===== src/rtl/pipe_buf_elastic_reg.sv =====
// Elastic pipeline buffer register for a stage boundary.
// Two registers (main and skid) carry a flattened stage payload. in_ready
// depends only on registered state, so out_ready never reaches upstream
// combinationally. Adds flush with NOP insertion, occupancy reporting and a
// saturating stall-cycle counter.
module pipe_buf_elastic_reg #(
  parameter int unsigned          DATA_W  = 41,
  parameter logic [DATA_W-1:0]    NOP_VAL = DATA_W'(32'h0000_0013),
  parameter int unsigned          CNT_W   = 16
) (
  input  logic              clk,
  input  logic              reset,
  input  logic              flush,
  input  logic              in_valid,
  output logic              in_ready,
  input  logic [DATA_W-1:0] in_data,
  output logic              out_valid,
  input  logic              out_ready,
  output logic [DATA_W-1:0] out_data,
  output logic [1:0]        occupancy,
  output logic [CNT_W-1:0]  stall_cycles,
  input  logic              clr_cnt
);

  logic [DATA_W-1:0] main_data_q, main_data_d;
  logic              main_valid_q, main_valid_d;
  logic [DATA_W-1:0] skid_data_q, skid_data_d;
  logic              skid_valid_q, skid_valid_d;
  logic [CNT_W-1:0]  stall_cnt_q, stall_cnt_d;

  logic in_fire_s;
  logic out_fire_s;

  // Handshake events; both sides see only registered valid/ready state.
  always_comb begin
    in_fire_s  = in_valid & ~skid_valid_q;
    out_fire_s = main_valid_q & out_ready;
  end

  // Next-state for the two payload registers; flush overrides every handshake.
  always_comb begin
    main_data_d  = main_data_q;
    main_valid_d = main_valid_q;
    skid_data_d  = skid_data_q;
    skid_valid_d = skid_valid_q;
    if (flush) begin
      main_data_d  = NOP_VAL;
      main_valid_d = 1'b0;
      skid_data_d  = NOP_VAL;
      skid_valid_d = 1'b0;
    end else begin
      case ({skid_valid_q, main_valid_q})
        2'b00: begin
          // EMPTY: a new entry goes straight into main.
          if (in_fire_s) begin
            main_data_d  = in_data;
            main_valid_d = 1'b1;
          end else begin
            main_data_d  = main_data_q;
          end
        end
        2'b01: begin
          // ONE: push parks in skid unless main is draining the same cycle.
          case ({in_fire_s, out_fire_s})
            2'b10: begin
              skid_data_d  = in_data;
              skid_valid_d = 1'b1;
            end
            2'b11: begin
              main_data_d  = in_data;
            end
            2'b01: begin
              main_data_d  = NOP_VAL;
              main_valid_d = 1'b0;
            end
            default: begin
              main_data_d  = main_data_q;
            end
          endcase
        end
        2'b11: begin
          // FULL: no push possible; a pop promotes skid into main.
          if (out_fire_s) begin
            main_data_d  = skid_data_q;
            skid_data_d  = NOP_VAL;
            skid_valid_d = 1'b0;
          end else begin
            main_data_d  = main_data_q;
          end
        end
        default: begin
          // Skid live with main empty cannot arise; recover by promoting skid.
          main_data_d  = skid_data_q;
          main_valid_d = 1'b1;
          skid_data_d  = NOP_VAL;
          skid_valid_d = 1'b0;
        end
      endcase
    end
  end

  // Stall counter: clear wins, otherwise saturating count of blocked cycles.
  always_comb begin
    stall_cnt_d = stall_cnt_q;
    if (clr_cnt) begin
      stall_cnt_d = {CNT_W{1'b0}};
    end else if (main_valid_q && !out_ready && (stall_cnt_q != {CNT_W{1'b1}})) begin
      stall_cnt_d = stall_cnt_q + CNT_W'(1);
    end else begin
      stall_cnt_d = stall_cnt_q;
    end
  end

  // State registers with asynchronous active-low reset.
  always_ff @(posedge clk or negedge reset) begin
    if (!reset) begin
      main_data_q  <= NOP_VAL;
      main_valid_q <= 1'b0;
      skid_data_q  <= NOP_VAL;
      skid_valid_q <= 1'b0;
      stall_cnt_q  <= {CNT_W{1'b0}};
    end else begin
      main_data_q  <= main_data_d;
      main_valid_q <= main_valid_d;
      skid_data_q  <= skid_data_d;
      skid_valid_q <= skid_valid_d;
      stall_cnt_q  <= stall_cnt_d;
    end
  end

  // Outputs are straight views of registered state.
  always_comb begin
    out_data     = main_data_q;
    out_valid    = main_valid_q;
    in_ready     = ~skid_valid_q;
    occupancy    = {skid_valid_q, main_valid_q & ~skid_valid_q};
    stall_cycles = stall_cnt_q;
  end

endmodule


===== config.mk =====
export PLATFORM = sky130hd
export DESIGN_NAME = pipe_buf_elastic_reg
export DESIGN_NICKNAME = d
export VERILOG_FILES = /design/src/rtl/pipe_buf_elastic_reg.sv
export SDC_FILE = /design/constraint.sdc
export NUM_CORES = 1
export LEC_CHECK = 0
export ABC_AREA = 0
export BUFFER_PORTS_ARGS = -buffer_cell sky130_fd_sc_hd__buf_2
export CAP_MARGIN = 20
export CORE_ASPECT_RATIO = 1.2
export CORE_MARGIN = 1
export CORE_UTILIZATION = 25
export DETAILED_ROUTE_END_ITERATION = 6
export PLACE_DENSITY = 0.52
export REMOVE_ABC_BUFFERS = 1
export SETUP_SLACK_MARGIN = 0.15
export SYNTH_ARGS = -nofsm -noshare
export SYNTH_HDL_FRONTEND = slang
export SYNTH_SLANG_ARGS = --single-unit

===== constraint.sdc =====
create_clock -name clk -period 2.2 [get_ports clk]
set_input_delay 0 -clock clk [delete_from_list [all_inputs] [get_ports clk]]
set_output_delay 0 -clock clk [all_outputs]
set_load 0.005 [all_outputs]

-- After elaboration in Yosys (flattened, before gate mapping)
Index checks and enable logic that the tools add are counted.
- word-level logic and storage cells: 50
- register bits: 100
- memories kept: 0
- bits in writable memories: 0
- bits in read-only memories: 0
- input bits: 47
- output and inout port bits: 61
- latch bits: 0
- multiply operators: 0
- divide/modulo/power cells: 0
- shift-type cells: 0
- bitwise logic cells: 4
- muxes and demuxes: 19
- add/sub/neg operators: 1
- $lt $le $gt $ge: 0
- equal/unequal tests: 13
- reduce and logical (&&, ||, !) cells: 8
- operators with widths (kind ; count):
    41-bit two-way mux ; 6
    41-bit one-hot mux with 3 select lines ; 2
    41-bit one-hot mux with 2 select lines ; 1
    16-bit two-way mux ; 2
    16-bit by 1-bit adder with 16-bit output, second input constant ; 1
    16-bit != test, second input constant ; 1
    3-bit != test, second input constant ; 3
    3-bit AND reduction ; 3
    2-bit == test, second input constant ; 3
    1-bit two-way mux ; 6
    1-bit one-hot mux with 3 select lines ; 2
    2-bit by 1-bit == test with 1-bit output, second input constant ; 2
    2-bit != test, second input constant ; 2
    4-bit by 2-bit != test with 1-bit output, second input constant ; 1
    1-bit bitwise AND ; 3
    3-bit by 2-bit != test with 1-bit output, second input constant ; 1
    1-bit logical AND ; 2
    2-bit logical NOT ; 1
    2-bit nonzero test ; 1
    1-bit logical NOT ; 1
    1-bit NOT ; 1

-- Longest topological paths before layout
- depth in word-level cells: 6
- gate-level depth with buffers: 7
- gate-level depth less buffers: 5

-- Least setup slack after synthesis
No wires, ideal clock.
- path kind: register to register
- start point: register skid_valid_q
- end point: register main_data_q[10], in the netlist out_data[10]
- buffers on the path: 3
- data required time: 2.073 ns
- cell stages (with the launch flop): 8
- clock period less this slack: 1.750 ns
- library setup time: 0.127 ns
- slack: 0.450 ns
- arrival: 1.622 ns
- path through: dfrtp_1 -> buf_2 -> or3_1 -> a21oi_2 -> or2_2 -> buf_2 -> clkbuf_2 -> o21ai_0
- longest elaborated chain between the ends: 6
- elaborated cells between the ends (all ways): 14
- those cells by class: 7 x eq/ne; 3 x mux; 2 x bitwise; 2 x reduce/logical
- ends and longest elaborated chain (what ; RTL line ; RTL):
    start, declared ; 28 ; logic skid_valid_q, skid_valid_d;
    start signal, assigned ; 126 ; skid_valid_q <= skid_valid_d;
    1-bit NOT ; 36 ; in_fire_s = in_valid & ~skid_valid_q;
    1-bit bitwise AND ; 36 ;
    2-bit by 1-bit == test with 1-bit output or 2-bit == test (tied branches) ; 64 ; case ({in_fire_s, out_fire_s})
    41-bit one-hot mux with 2 select lines ; 64 ;
    41-bit one-hot mux with 3 select lines ; 52 ; case ({skid_valid_q, main_valid_q})
    41-bit two-way mux ; 46 ; if (flush) begin
    end signal, assigned ; 123 ; main_data_q <= main_data_d;
    end, declared ; 25 ; logic [DATA_W-1:0] main_data_q, main_data_d;
Parallel ways exist; a longest one is shown, timed or not.
A chain may end at the register's enable or synchronous reset.

-- Worst setup path in the final report
- start point: register skid_valid_q
- end point: register main_data_q[1], in the netlist out_data[1]
The elaborated chain is that of the path after synthesis.

==> flow_summary.json <==
{
  "synth.yosys.seq_area_share_pct": 58.0,
  "power_frac_seq_pct": 48.3,
  "fp.dieArea_um2": 17800,
  "worst-path-max-fanout": 42,
  "tritoncts_clock_tree": "done",
  "core_region_area_um2": 16900,
  "synth_area_um2": 4330,
  "clkTransAtPathRegs_ns": 0.07,
  "power_switching_share_pct": 23.5,
  "globalRouteTotalUtil_pct": 14.2,
  "post-route-period-util_pct": 84.5,
  "largest_net_degree_at_the_start_of_global_routing": 47,
  "max-clock-path-buffers": 2,
  "global_route_total_overflow": 0,
  "critical_path.max_stage_delay_ns": 0.47,
  "pwr_density_cell_nw_per_um2": 693,
  "finalHoldViolCount": 0,
  "timing.max_slew.rel_slack_pct": 57.4,
  "cap_violations": 0,
  "core.rowCount": 52,
  "post_drt_via_cell_ratio": 4.98,
  "tightestPinTransition_ns": 0.639,
  "report.final.slew_viol_count": 0,
  "clock_insertion_delay_worst_skew_ns": 0.34,
  "grt_pass1_wl_um": 20000,
  "diode_count": 0,
  "post-cts-setup-buffers": 0,
  "worst_setup_path_start_kind": "flop",
  "drcViolationCount": 0,
  "maxClockFrequency_ghz": 0.538,
  "multi_input_area_um2": 1700,
  "pre_cts_slack_ns": 0.355,
  "initialDrtViolationCount": 136,
  "placement.io_buffers": 107,
  "share_clk_of_total_power_pct": 40.2,
  "fillers": 1722,
  "seqCellArea_um2": 2510,
  "initial_antenna_violation_count": 0,
  "ant_nets": 0,
  "postLayoutSetupSlackWorst_ns": 0.341,
  "nets": 583,
  "yosys.cell_types.count": 48,
  "number_of_clock_sinks": 100,
  "cts.root.buffer_cell": "clkbuf_16",
  "ys_dominant_reg_cell": "dfrtp_1",
  "cell_int_power_w": 0.00312,
  "worst_setup_path_end_kind": "flop",
  "cpMaxStageDelayCell": "buf_4",
  "grt_setup_unrepaired": "false",
  "syn_area_cell_um2": 11.0,
  "grt_pass1_vias": 3967,
  "post_synth_inst_count": 393,
  "worstPathCellList": "buf_4 > inv_1 > o21ai_0 > o22ai_1 > a21oi_1",
  "area_growth_syn_to_layout_pct": 36.3,
  "worst_ep_required_time_ns": 2.47,
  "status": "complete, no violations",
  "cp.arrival_ns": 2.13,
  "comb_power_share_pct": 11.5,
  "routed_wire_length_per_instance_um": 16.0,
  "leakage_nw": 2.78,
  "post_cts_hold_buffer_count": 43,
  "power.switching_w": 0.000962,
  "setup_viol": 0,
  "cts_buffers": 9,
  "chipWidth_um": 122,
  "fin_util_pct": 34.9,
  "ys_ff_latch": 100,
  "routed_wirelength_um": 12100,
  "number_of_synthesized_flops_with_an_enable_pin": 0,
  "totalPowerFinal_w": 0.00409,
  "postSynth.asyncResetShare_pct": 100,
  "worst_hold_path_type": "input pin to flop",
  "cts-resized-gates": 0,
  "drt_pre_antenna_iters": 4,
  "via_count": 3763,
  "worst_clock_skew_ns": 0.00289,
  "hpwlAfterDp_um": 8080,
  "cts_h_tree_depth": 3,
  "postPlaceCellArea_um2": 5160,
  "yosysWarningCount": 0,
  "die-height_um": 146,
  "finalWorstPathRequiredPeriod_ns": 1.86,
  "gpl.final_weighted_congestion": 0.850,
  "initial_utilization_pct": 25.6,
  "finished_layout_cell_area_um2": 5900,
  "pin_count": 108,
  "ir_drop_uv": 335,
  "drive_gt1_share_pct": 28.9,
  "critical_path_class": "flop to flop"
}
## cells in the final DEF, fill, tap and decap left out, types with 4 or more instances in the layout
cell type	count
a21oi_1	14
a22o_1	38
a22oi_1	38
buf_2	106
buf_4	13
clkbuf_16	9
dfrtp_1	93
dfstp_2	6
dlygate4sd3_1	43
mux2_2	4
nand2_1	43
nand3_1	5
nand4_1	4
nor2_1	6
nor2b_1	9
nor3_1	7
o21ai_0	41
o31ai_1	4
or4_1	5
## final cells by class
type	count	area share [%]
Clock buffer	15	4.71
Tap cell	216	4.58
Inverter	3	0.191
Timing Repair Buffer	164	18.6
Multi-Input combinational cell	257	28.8
Sequential cell	100	42.6
Clock inverter	1	0.509
## cell usage after synthesis, types with 2 or more instances
cell type | n | area share, %
a211oi_1 | 4 | 0.69
a21oi_1 | 14 | 1.6
a22o_1 | 38 | 7.7
a22oi_1 | 38 | 6.6
a31oi_1 | 3 | 0.43
and4_1 | 2 | 0.40
buf_1 | 2 | 0.17
buf_2 | 8 | 0.93
clkbuf_1 | 19 | 1.6
clkbuf_2 | 2 | 0.23
dfrtp_1 | 94 | 54
dfstp_2 | 6 | 3.6
inv_1 | 3 | 0.26
mux2_2 | 4 | 1.0
nand2_1 | 43 | 3.7
nand2b_1 | 2 | 0.29
nand3_1 | 5 | 0.58
nand4_1 | 4 | 0.58
nor2_1 | 6 | 0.52
nor2b_1 | 9 | 1.3
nor3_1 | 7 | 0.81
o21ai_0 | 41 | 4.7
o21ba_2 | 2 | 0.46
o22a_1 | 3 | 0.61
o22ai_1 | 3 | 0.43
o31ai_1 | 4 | 0.69
or3_1 | 2 | 0.29
or4_1 | 5 | 0.87
## final timing paths
check	startpoint	end	slack, ns	cells after the start
worst max-delay path	skid_valid_q	out_data[1]	0.34	5
worst min-delay path	clr_cnt	stall_cycles[15]	0.09	2
worst max register to register	skid_valid_q	out_data[1]	0.34	5
worst min register to register	out_data[33]	out_data[33]	0.48	2
max in group asynchronous	reset	skid_data_q[1]	1.30	3
min in group asynchronous	reset	stall_cycles[6]	0.22	2
## state kept, by name, indices dropped and copies added (netlist names)
signal	flops
out_data	41
out_valid	1
skid_data_q	41
skid_valid_q	1
stall_cycles	16
## logic make-up (layout without fill, tap and decap cells)
group / Yosys count / after routing / share of synthesized area, %
adders and majority gates: 1 / 1 / 0.289
and+or+nand+nor: 96 / 96 / 11.9
buffers and inverters: 36 / 183 / 3.67
muxes: 4 / 4 / 1.04
AOI/OAI and AO/OA: 156 / 156 / 25.1
DFF: 100 / 100 / 58.0
## stage by stage
step / cells / hold slack [ns] / TNS, ns
5_1_grt: 756 / 0.0861 / 0
2_1_floorplan: 360 / -0.296 / -100.03
6_report: 756 / 0.0890 / 0
3_5_place_dp: 697 / 0.0725 / 0
4_1_cts: 756 / 0.0698 / 0
3_3_place_gp: 697 / 0.0668 / 0
## worst max-delay path: cells and delay by family, from the launching register on
family                 cells  cell delay [ns]
DFF                        1             0.44
AOI/OAI and AO/OA          3             0.62
buffers and inverters      2             0.73
## power by group through the flow
stage | logic [W] | clock network, W | registers (W)
final | 0.000470 | 0.00164 | 0.00198
after global routing | 0.000526 | 0.00177 | 0.00199
after CTS | 0.000481 | 0.00170 | 0.00198
after detailed placement | 0.000420 | 0 | 0.00201
after global placement | 0.000410 | 0 | 0.00201
after floorplan | 0.000142 | 0 | 0.00202
## metal layers
layer	part of all wire, %	wire [um]	global-route usage, %	up-vias
li1	-	-	-	1754
met1	44	5320	17.7	1887
met2	50	6050	23.8	105
met3	4.7	568	3.20	17
met4	1.4	173	4.82	0
met5	0	0	0	-
Power figures use the tool's default switching activity.
